<file path="src/rtl/alu_pkg.sv">
// Shared ALU definitions: multiplier FSM states and datapath widths.
package alu_pkg;
   localparam int MUL_W = 16;
   localparam int ACC_W = 17;
   localparam int CNT_W = 5;

   typedef enum logic [1:0] {
      IDLE = 2'd0,
      RUN  = 2'd1,
      DONE = 2'd2
   } state_t;
endpackage

</file>
<file path="src/rtl/parallel_adder.sv">
// Plain ripple-carry adder; the carry out of the top bit is deliberately not produced.
module parallel_adder #(
   parameter int W = 17
) (
   input  logic [W-1:0] a_i,
   input  logic [W-1:0] b_i,
   input  logic         cin_i,
   output logic [W-1:0] sum_o
);
   logic [W-1:0] carry;

   assign carry[0] = cin_i;

   for (genvar gi = 0; gi < W; gi++) begin : g_bit
      assign sum_o[gi] = a_i[gi] ^ b_i[gi] ^ carry[gi];
      if (gi < W - 1) begin : g_carry
         assign carry[gi+1] = (a_i[gi] & b_i[gi]) | (carry[gi] & (a_i[gi] ^ b_i[gi]));
      end
   end
endmodule

</file>
<file path="src/rtl/booth_seq_multiplier.sv">
// Sequential radix-2 Booth multiplier: one add/sub + arithmetic shift per cycle, 16 steps.
module booth_seq_multiplier
   import alu_pkg::*;
#(
   parameter int WIDTH = MUL_W
) (
   input  logic                 clk,
   input  logic                 rst,
   input  logic                 start,
   input  logic [WIDTH-1:0]     a,
   input  logic [WIDTH-1:0]     b,
   output logic                 busy,
   output logic                 done,
   output logic [2*WIDTH-1:0]   product
);
   localparam logic [CNT_W-1:0] LAST_STEP = CNT_W'(MUL_W - 1);

   state_t             state_q, state_d;
   logic [ACC_W-1:0]   m_q, m_d;
   logic [ACC_W-1:0]   acc_q, acc_d;
   logic [MUL_W-1:0]   q_q, q_d;
   logic               q1_q, q1_d;
   logic [CNT_W-1:0]   cnt_q, cnt_d;
   logic [2*MUL_W-1:0] prod_q, prod_d;
   logic               done_q, done_d;

   logic [1:0]         booth_pair;
   logic               do_sub;
   logic               do_op;
   logic [ACC_W-1:0]   add_b;
   logic [ACC_W-1:0]   add_sum;
   logic [ACC_W-1:0]   step_acc;

   // Booth recoding: 01 adds M, 10 subtracts M (as A + ~M + 1), 00/11 skip the adder.
   assign booth_pair = {q_q[0], q1_q};
   assign do_sub     = (booth_pair == 2'b10);
   assign do_op      = booth_pair[1] ^ booth_pair[0];
   assign add_b      = do_sub ? ~m_q : m_q;
   assign step_acc   = do_op ? add_sum : acc_q;

   parallel_adder #(.W(ACC_W)) u_adder (
      .a_i   (acc_q),
      .b_i   (add_b),
      .cin_i (do_sub),
      .sum_o (add_sum)
   );

   always_comb begin
      state_d = state_q;
      m_d     = m_q;
      acc_d   = acc_q;
      q_d     = q_q;
      q1_d    = q1_q;
      cnt_d   = cnt_q;
      prod_d  = prod_q;
      done_d  = 1'b0;
      case (state_q)
         IDLE: begin
            if (start) begin
               state_d = RUN;
               m_d     = {a[MUL_W-1], a};
               acc_d   = '0;
               q_d     = b;
               q1_d    = 1'b0;
               cnt_d   = '0;
            end
         end
         RUN: begin
            acc_d = {step_acc[ACC_W-1], step_acc[ACC_W-1:1]};
            q_d   = {step_acc[0], q_q[MUL_W-1:1]};
            q1_d  = q_q[0];
            cnt_d = cnt_q + CNT_W'(1);
            if (cnt_q == LAST_STEP) begin
               state_d = DONE;
            end
         end
         DONE: begin
            // Two cycles in DONE: latch the product, then hold it while done pulses.
            if (!done_q) begin
               prod_d = {acc_q[MUL_W-1:0], q_q};
               done_d = 1'b1;
            end else begin
               state_d = IDLE;
            end
         end
         default: state_d = IDLE;
      endcase
   end

   always_ff @(posedge clk or posedge rst) begin
      if (rst) begin
         state_q <= IDLE;
         m_q     <= '0;
         acc_q   <= '0;
         q_q     <= '0;
         q1_q    <= 1'b0;
         cnt_q   <= '0;
         prod_q  <= '0;
         done_q  <= 1'b0;
      end else begin
         state_q <= state_d;
         m_q     <= m_d;
         acc_q   <= acc_d;
         q_q     <= q_d;
         q1_q    <= q1_d;
         cnt_q   <= cnt_d;
         prod_q  <= prod_d;
         done_q  <= done_d;
      end
   end

   assign busy    = (state_q == RUN);
   assign done    = done_q;
   assign product = prod_q;
endmodule
</file>
<file path="config.mk">
export PLATFORM = sky130hd
export DESIGN_NAME = booth_seq_multiplier
export DESIGN_NICKNAME = d
export VERILOG_FILES = /design/src/rtl/alu_pkg.sv /design/src/rtl/parallel_adder.sv /design/src/rtl/booth_seq_multiplier.sv
export SDC_FILE = /design/constraint.sdc
export NUM_CORES = 1
export LEC_CHECK = 0
export CORE_ASPECT_RATIO = 1.75
export CORE_UTILIZATION = 35
export CTS_BUF_LIST = sky130_fd_sc_hd__clkbuf_16
export DETAILED_ROUTE_END_ITERATION = 6
export HOLD_SLACK_MARGIN = 0.03
export PLACE_DENSITY_LB_ADDON = 0.12
export SYNTH_ARGS = -nofsm -noshare
export SYNTH_HDL_FRONTEND = slang
export SYNTH_HIERARCHICAL = 1
export SYNTH_SLANG_ARGS = --single-unit
</file>
<file path="constraint.sdc">
create_clock -name clk -period 7.6 [get_ports clk]
set_input_delay 2.28 -clock clk [delete_from_list [all_inputs] [get_ports clk]]
set_output_delay 2.28 -clock clk [all_outputs]
set_load 0.01 [all_outputs]
</file>
# == Yosys cells after proc, flatten, opt, wreduce, memory -nomap -nowiden ==
# Index checks and enable logic that the tools add are counted.
# totals
ff_bits,90
input_bits,35
out_inout_bits,34
word_cells,123
# classes
addsub,1
n_eq_ne,7
mux,16
bitwise_logic,85
reduce_logical,6
# op_table
operator,count
$mux 17,3
$xor 1x1->1,35
$pmux 17 s2,1
$and 1x1->1,32
$pmux 16 s2,1
$not 17->17,1
$mux 16,1
$or 1x1->1,16
$pmux 5 s2,1
$mux 2,3
$pmux 2 s3,1
$reduce_and 2->1,3
$add 5x1->5 const B,1
$eq 5x4->1 const B,1
$mux 5,1
$eq 2x2->1 const B,2
$ne 2x2->1 const B,2
$mux 1,3
$reduce_and 3->1,1
$eq 2x1->1 const B,1
$logic_not 2->1,1
$ne 2x1->1 const B,1
$pmux 1 s2,1
$reduce_bool 2->1,1
$not 1->1,1

# == Longest topological paths before layout ==
# logic_depth
depth_word,38
mapped_depth,24

# == By module ==
# The synthesis kept the hierarchy.
# modules_own_cells
mod,n_inst,cells_each,area_per_inst_um2,seq_area_each_um2
booth_seq_multiplier,1,314,3900.0,2227.1
parallel_adder,1,22,362.8,0.0

# == Least setup slack after synthesis ==
# No wires, ideal clock.
# synth_path
path_kind,register to register
startpoint,reg q_q[0]
endpoint,reg acc_q[15]
setup_time_ns,0.121
arrival_time_ns,7.415
t_required_ns,7.479
setup_slack_ns,0.064
stages_incl_launch_ff,24
path_buffers,1
path_cell_list,dfrtp_1 -> ha_1 -> buf_2 -> xor2_1 -> fa_1 -> inv_1 -> fa_1 -> inv_1 -> fa_1 -> fa_1 -> fa_1 -> fa_1 -> fa_1 -> fa_1 -> fa_1 -> fa_1 -> fa_1 -> fa_1 -> fa_1 -> fa_1 -> fa_1 -> fa_1 -> xor3_1 -> a22o_1
# synth_between
elab_chain_cells,38
elab_cells_between_ends,71
classes_between,1 x eq/ne; 3 x mux; 67 x bitwise
# synth_rtl
item,line,source
from (decl),booth_seq_multiplier.sv:21,"logic [MUL_W-1:0] q_q, q_d;"
from (signal assigned),booth_seq_multiplier.sv:104,q_q <= q_d;
$eq 2x2->1 (*),booth_seq_multiplier.sv:36,assign do_sub = (booth_pair == 2'b10);
via do_sub,booth_seq_multiplier.sv:28,logic do_sub;
$mux 17 (*),booth_seq_multiplier.sv:38,assign add_b = do_sub ? ~m_q : m_q;
via add_b[0],booth_seq_multiplier.sv:30,logic [ACC_W-1:0] add_b;
$xor 1x1->1,parallel_adder.sv:17,assign carry[gi+1] = (a_i[gi] & b_i[gi]) | (carry[gi] & (a_i[gi] ^ b_i[gi]));
$and 1x1->1,parallel_adder.sv:17,
$or 1x1->1 (*),parallel_adder.sv:17,
$and 1x1->1 (*),parallel_adder.sv:17,
[25 not listed],-,
$and 1x1->1 (*),parallel_adder.sv:17,
$or 1x1->1 (*),parallel_adder.sv:17,
$and 1x1->1 (*),parallel_adder.sv:17,
$or 1x1->1 (*),parallel_adder.sv:17,
$xor 1x1->1 (*),parallel_adder.sv:15,assign sum_o[gi] = a_i[gi] ^ b_i[gi] ^ carry[gi];
via add_sum[16],booth_seq_multiplier.sv:31,logic [ACC_W-1:0] add_sum;
$mux 17 (*),booth_seq_multiplier.sv:39,assign step_acc = do_op ? add_sum : acc_q;
$pmux 17 s2 (*),booth_seq_multiplier.sv:57,case (state_q)
to (signal assigned),booth_seq_multiplier.sv:94,acc_q <= '0;
to (signal assigned),booth_seq_multiplier.sv:103,acc_q <= acc_d;
to (decl),booth_seq_multiplier.sv:20,"logic [ACC_W-1:0] acc_q, acc_d;"
# Mark *: on every way through the listed nets, which the timed path passes. The rest lies on a longest branch.
# A chain may end at the register's enable or synchronous reset.

# == Final worst setup path ==
# Same ends and word-level chain as after synthesis.

==> flow_summary.json <==
{
  "crit_path_end_kind": "flop",
  "yosys.area.top_type_share": 0.522,
  "avgSynthCellArea_sq_um": 12.7,
  "dp_hpwl_um": 5800,
  "yosysUniqueCellTypes": 30,
  "p_leak_nw": 2.38,
  "synth_area_leaders": "dfrtp_1 52%, mux2_2 13%, fa_1 7.5%, mux2i_1 4.0%, o21ai_0 3.8%",
  "htree_levels": 3,
  "start_kind": "flop",
  "path_class": "flop to flop",
  "min_path_cells": 1,
  "slowest_delay_ns": 0.41,
  "tightest_slew_ns": 0.958,
  "worstPathRequired_ns": 7.82,
  "fin_crit_ns": 7.33,
  "crit_path_max_fanout": 4,
  "grt_usage": 0.147,
  "grt_pass1_vias": 2744,
  "drt_iter0_markers": 116,
  "yosysSeqAreaShare": 0.522,
  "grt_max_degree": 68,
  "crit_top_cell": "fa_1",
  "clk_pin_slew_ns": 0.06,
  "viasPerCell": 4.92,
  "ant_nets": 0,
  "firstDrtPassIters": 4,
  "r2r_cells": 22,
  "nets": 456,
  "hold_class": "flop to flop",
  "final_cell_mix": "89 x dfrtp_1, 68 x clkdlybuf4s50_1, 48 x mux2_2, 34 x nand2_1, 32 x o21ai_0",
  "arrival_ns": 7.56,
  "rows": 53,
  "max_freq_mhz": 136,
  "vdd_drop_max_uv": 232,
  "yosysWarnings": 6,
  "antenna_cells": 0,
  "synth_nets": 390,
  "placed_area_sq_um": 5050,
  "fin_skew_ns": 0.00678,
  "cts-hold-fix-buffers": 0,
  "die-area_sq_um": 12600,
  "yosysTopAreaCell": "dfrtp_1",
  "hold_viol_final": 0,
  "grt_overflow": 0,
  "timing.slew.headroom": 0.361,
  "root_buffer": "clkbuf_16",
  "ys_seq_elements": 89,
  "clock_latency_ns": 0.34,
  "initial_utilization": 0.357,
  "fin_tns_setup_ns": 0,
  "vias": 2675,
  "cts.path.max_buffers": 2,
  "clock-sinks": 89,
  "drt-total-wl_um": 8530,
  "post-route-period-util": 0.965,
  "max_cap_violations": 0,
  "boundaryPins": 69,
  "area_growth_pct": 26.1,
  "p_per_area_nw_per_um2": 468,
  "rsz0062_at_grt": "no",
  "die_width_um": 85.4,
  "final_common_cell": "dfrtp_1",
  "wl_per_cell_um": 15.7,
  "core_area_sq_um": 11900,
  "grt_pass1_wl_um": 14200,
  "drive_above_1_share": 0.189,
  "route.detailed.drc": 0,
  "crit_path_cell_trace": "ha_2, xor2_1, fa_1, inv_1, fa_1, inv_1, fa_1, fa_1, fa_1, fa_1, fa_1, fa_2, fa_2, fa_1, fa_2, fa_2, fa_2, fa_1, fa_1, fa_1, xor3_1, a22o_1",
  "antenna_found_initial": 0,
  "final_area_sq_um": 5370,
  "numCtsBuffers": 9,
  "cp_slowest_cell": "dfrtp_1",
  "cts_tree": "built",
  "synthesis.area_sq_um": 4260,
  "syn_inst": 336,
  "drv_slew": 0,
  "gp_congestion": 0.708,
  "utilization": 0.450,
  "status": "completed",
  "die_h_um": 148,
  "io_buffers": 68,
  "finalSetupViolations": 0
}
-- cell type report --
| class | count | area [sq um] |
|---|---|---|
| Fill cell | 1130 | 6560 |
| Sequential cell | 89 | 2230 |
| Multi-Input combinational cell | 216 | 1890 |
| Timing Repair Buffer | 76 | 741 |
| Clock buffer | 9 | 225 |
| Tap cell | 137 | 171 |
| Clock inverter | 7 | 78.8 |
| Inverter | 10 | 38.8 |
-- cell usage after synthesis --
master / count
dfrtp_1: 89
mux2_2: 48
nand2_1: 34
o21ai_0: 32
mux2i_1: 17
a21oi_1: 16
fa_1: 16
xor2_1: 16
and3b_1: 15
buf_2: 11
inv_1: 9
clkbuf_1: 4
a22o_1: 3
buf_4: 3
buf_6: 3
ha_1: 3
nand2b_1: 2
nor2_1: 2
nor3b_1: 2
a211oi_1: 1
a21o_1: 1
and3_1: 1
clkinv_1: 1
nand4_1: 1
nor2b_1: 1
nor3b_4: 1
o21bai_1: 1
o21bai_2: 1
o31ai_1: 1
xor3_1: 1
-- flip-flops by register name (all words and copies together) (netlist names) --
| register | flops |
|---|---|
| acc_q | 16 |
| cnt_q | 5 |
| done | 1 |
| m_q | 16 |
| product | 32 |
| q1_q | 1 |
| q_q | 16 |
| state_q | 2 |
-- power by group --
part | switching (mW) | total (mW) | internal, mW | leakage [nW]
Sequential | 0.180 | 0.894 | 0.715 | 1.08
Combinational | 0.515 | 1.16 | 0.648 | 1.14
Clock | 0.176 | 0.458 | 0.282 | 0.158
Total | 0.871 | 2.52 | 1.64 | 2.38
-- cells by family (layout without fill, tap and decap cells) --
| group | Yosys count | in the layout | synth area share |
|---|---|---|---|
| xor gates and xnor gates | 17 | 17 | 0.0384 |
| DFF | 89 | 89 | 0.522 |
| muxes | 65 | 65 | 0.167 |
| AOI/OAI and AO/OA | 56 | 56 | 0.0722 |
| buffers and inverters | 31 | 102 | 0.0384 |
| adders and majority gates | 19 | 19 | 0.0839 |
| and+or+nand+nor | 59 | 59 | 0.0778 |
-- per-layer routing --
| metal | global-route usage | up-vias | wire [um] |
|---|---|---|---|
| met5 | 0 | - | 0 |
| met1 | 0.173 | 1329 | 3570 |
| li1 | - | 1285 | - |
| met2 | 0.260 | 52 | 4550 |
| met3 | 0.0268 | 9 | 267 |
| met4 | 0.0650 | 0 | 146 |
-- final timing paths --
| check | from | end | slack, ns |
|---|---|---|---|
| min in group asynchronous | rst | product[2] | 2.24 |
| min | cnt_q[3] | cnt_q[3] | 0.48 |
| max | q_q[0] | acc_q[15] | 0.27 |
| max reg2reg | q_q[0] | acc_q[15] | 0.27 |
| max in group asynchronous | rst | m_q[3] | 4.18 |
| min reg2reg | cnt_q[3] | cnt_q[3] | 0.48 |
-- worst max-delay path: cells and delay by family (launching register included) --
kind / cells / cell delay [ns]
buffers and inverters: 2 / 0.12
adders and majority gates: 17 / 5.93
AOI/OAI and AO/OA: 1 / 0.21
DFF: 1 / 0.41
xor gates and xnor gates: 2 / 0.53
-- stage by stage --
step	hold WS [ns]	setup WS (ns)	std cells	power (mW)
5_1_grt	0.512	0.00728	544	2.75
3_5_place_dp	0.475	-0.0268	527	2.08
2_1_floorplan	0.438	0.0637	336	1.68
3_3_place_gp	0.463	0.0247	527	2.05
4_1_cts	0.484	0.00431	543	2.55
6_report	0.476	0.266	544	2.52
-- timing repair --
action,4_1_cts,5_1_grt
gates resized for setup,1,5
setup buffers,0,1
hold endpoints to repair,0,0
pin swaps,0,0
setup endpoints to repair,1,2
Power figures use the tool's default switching activity.
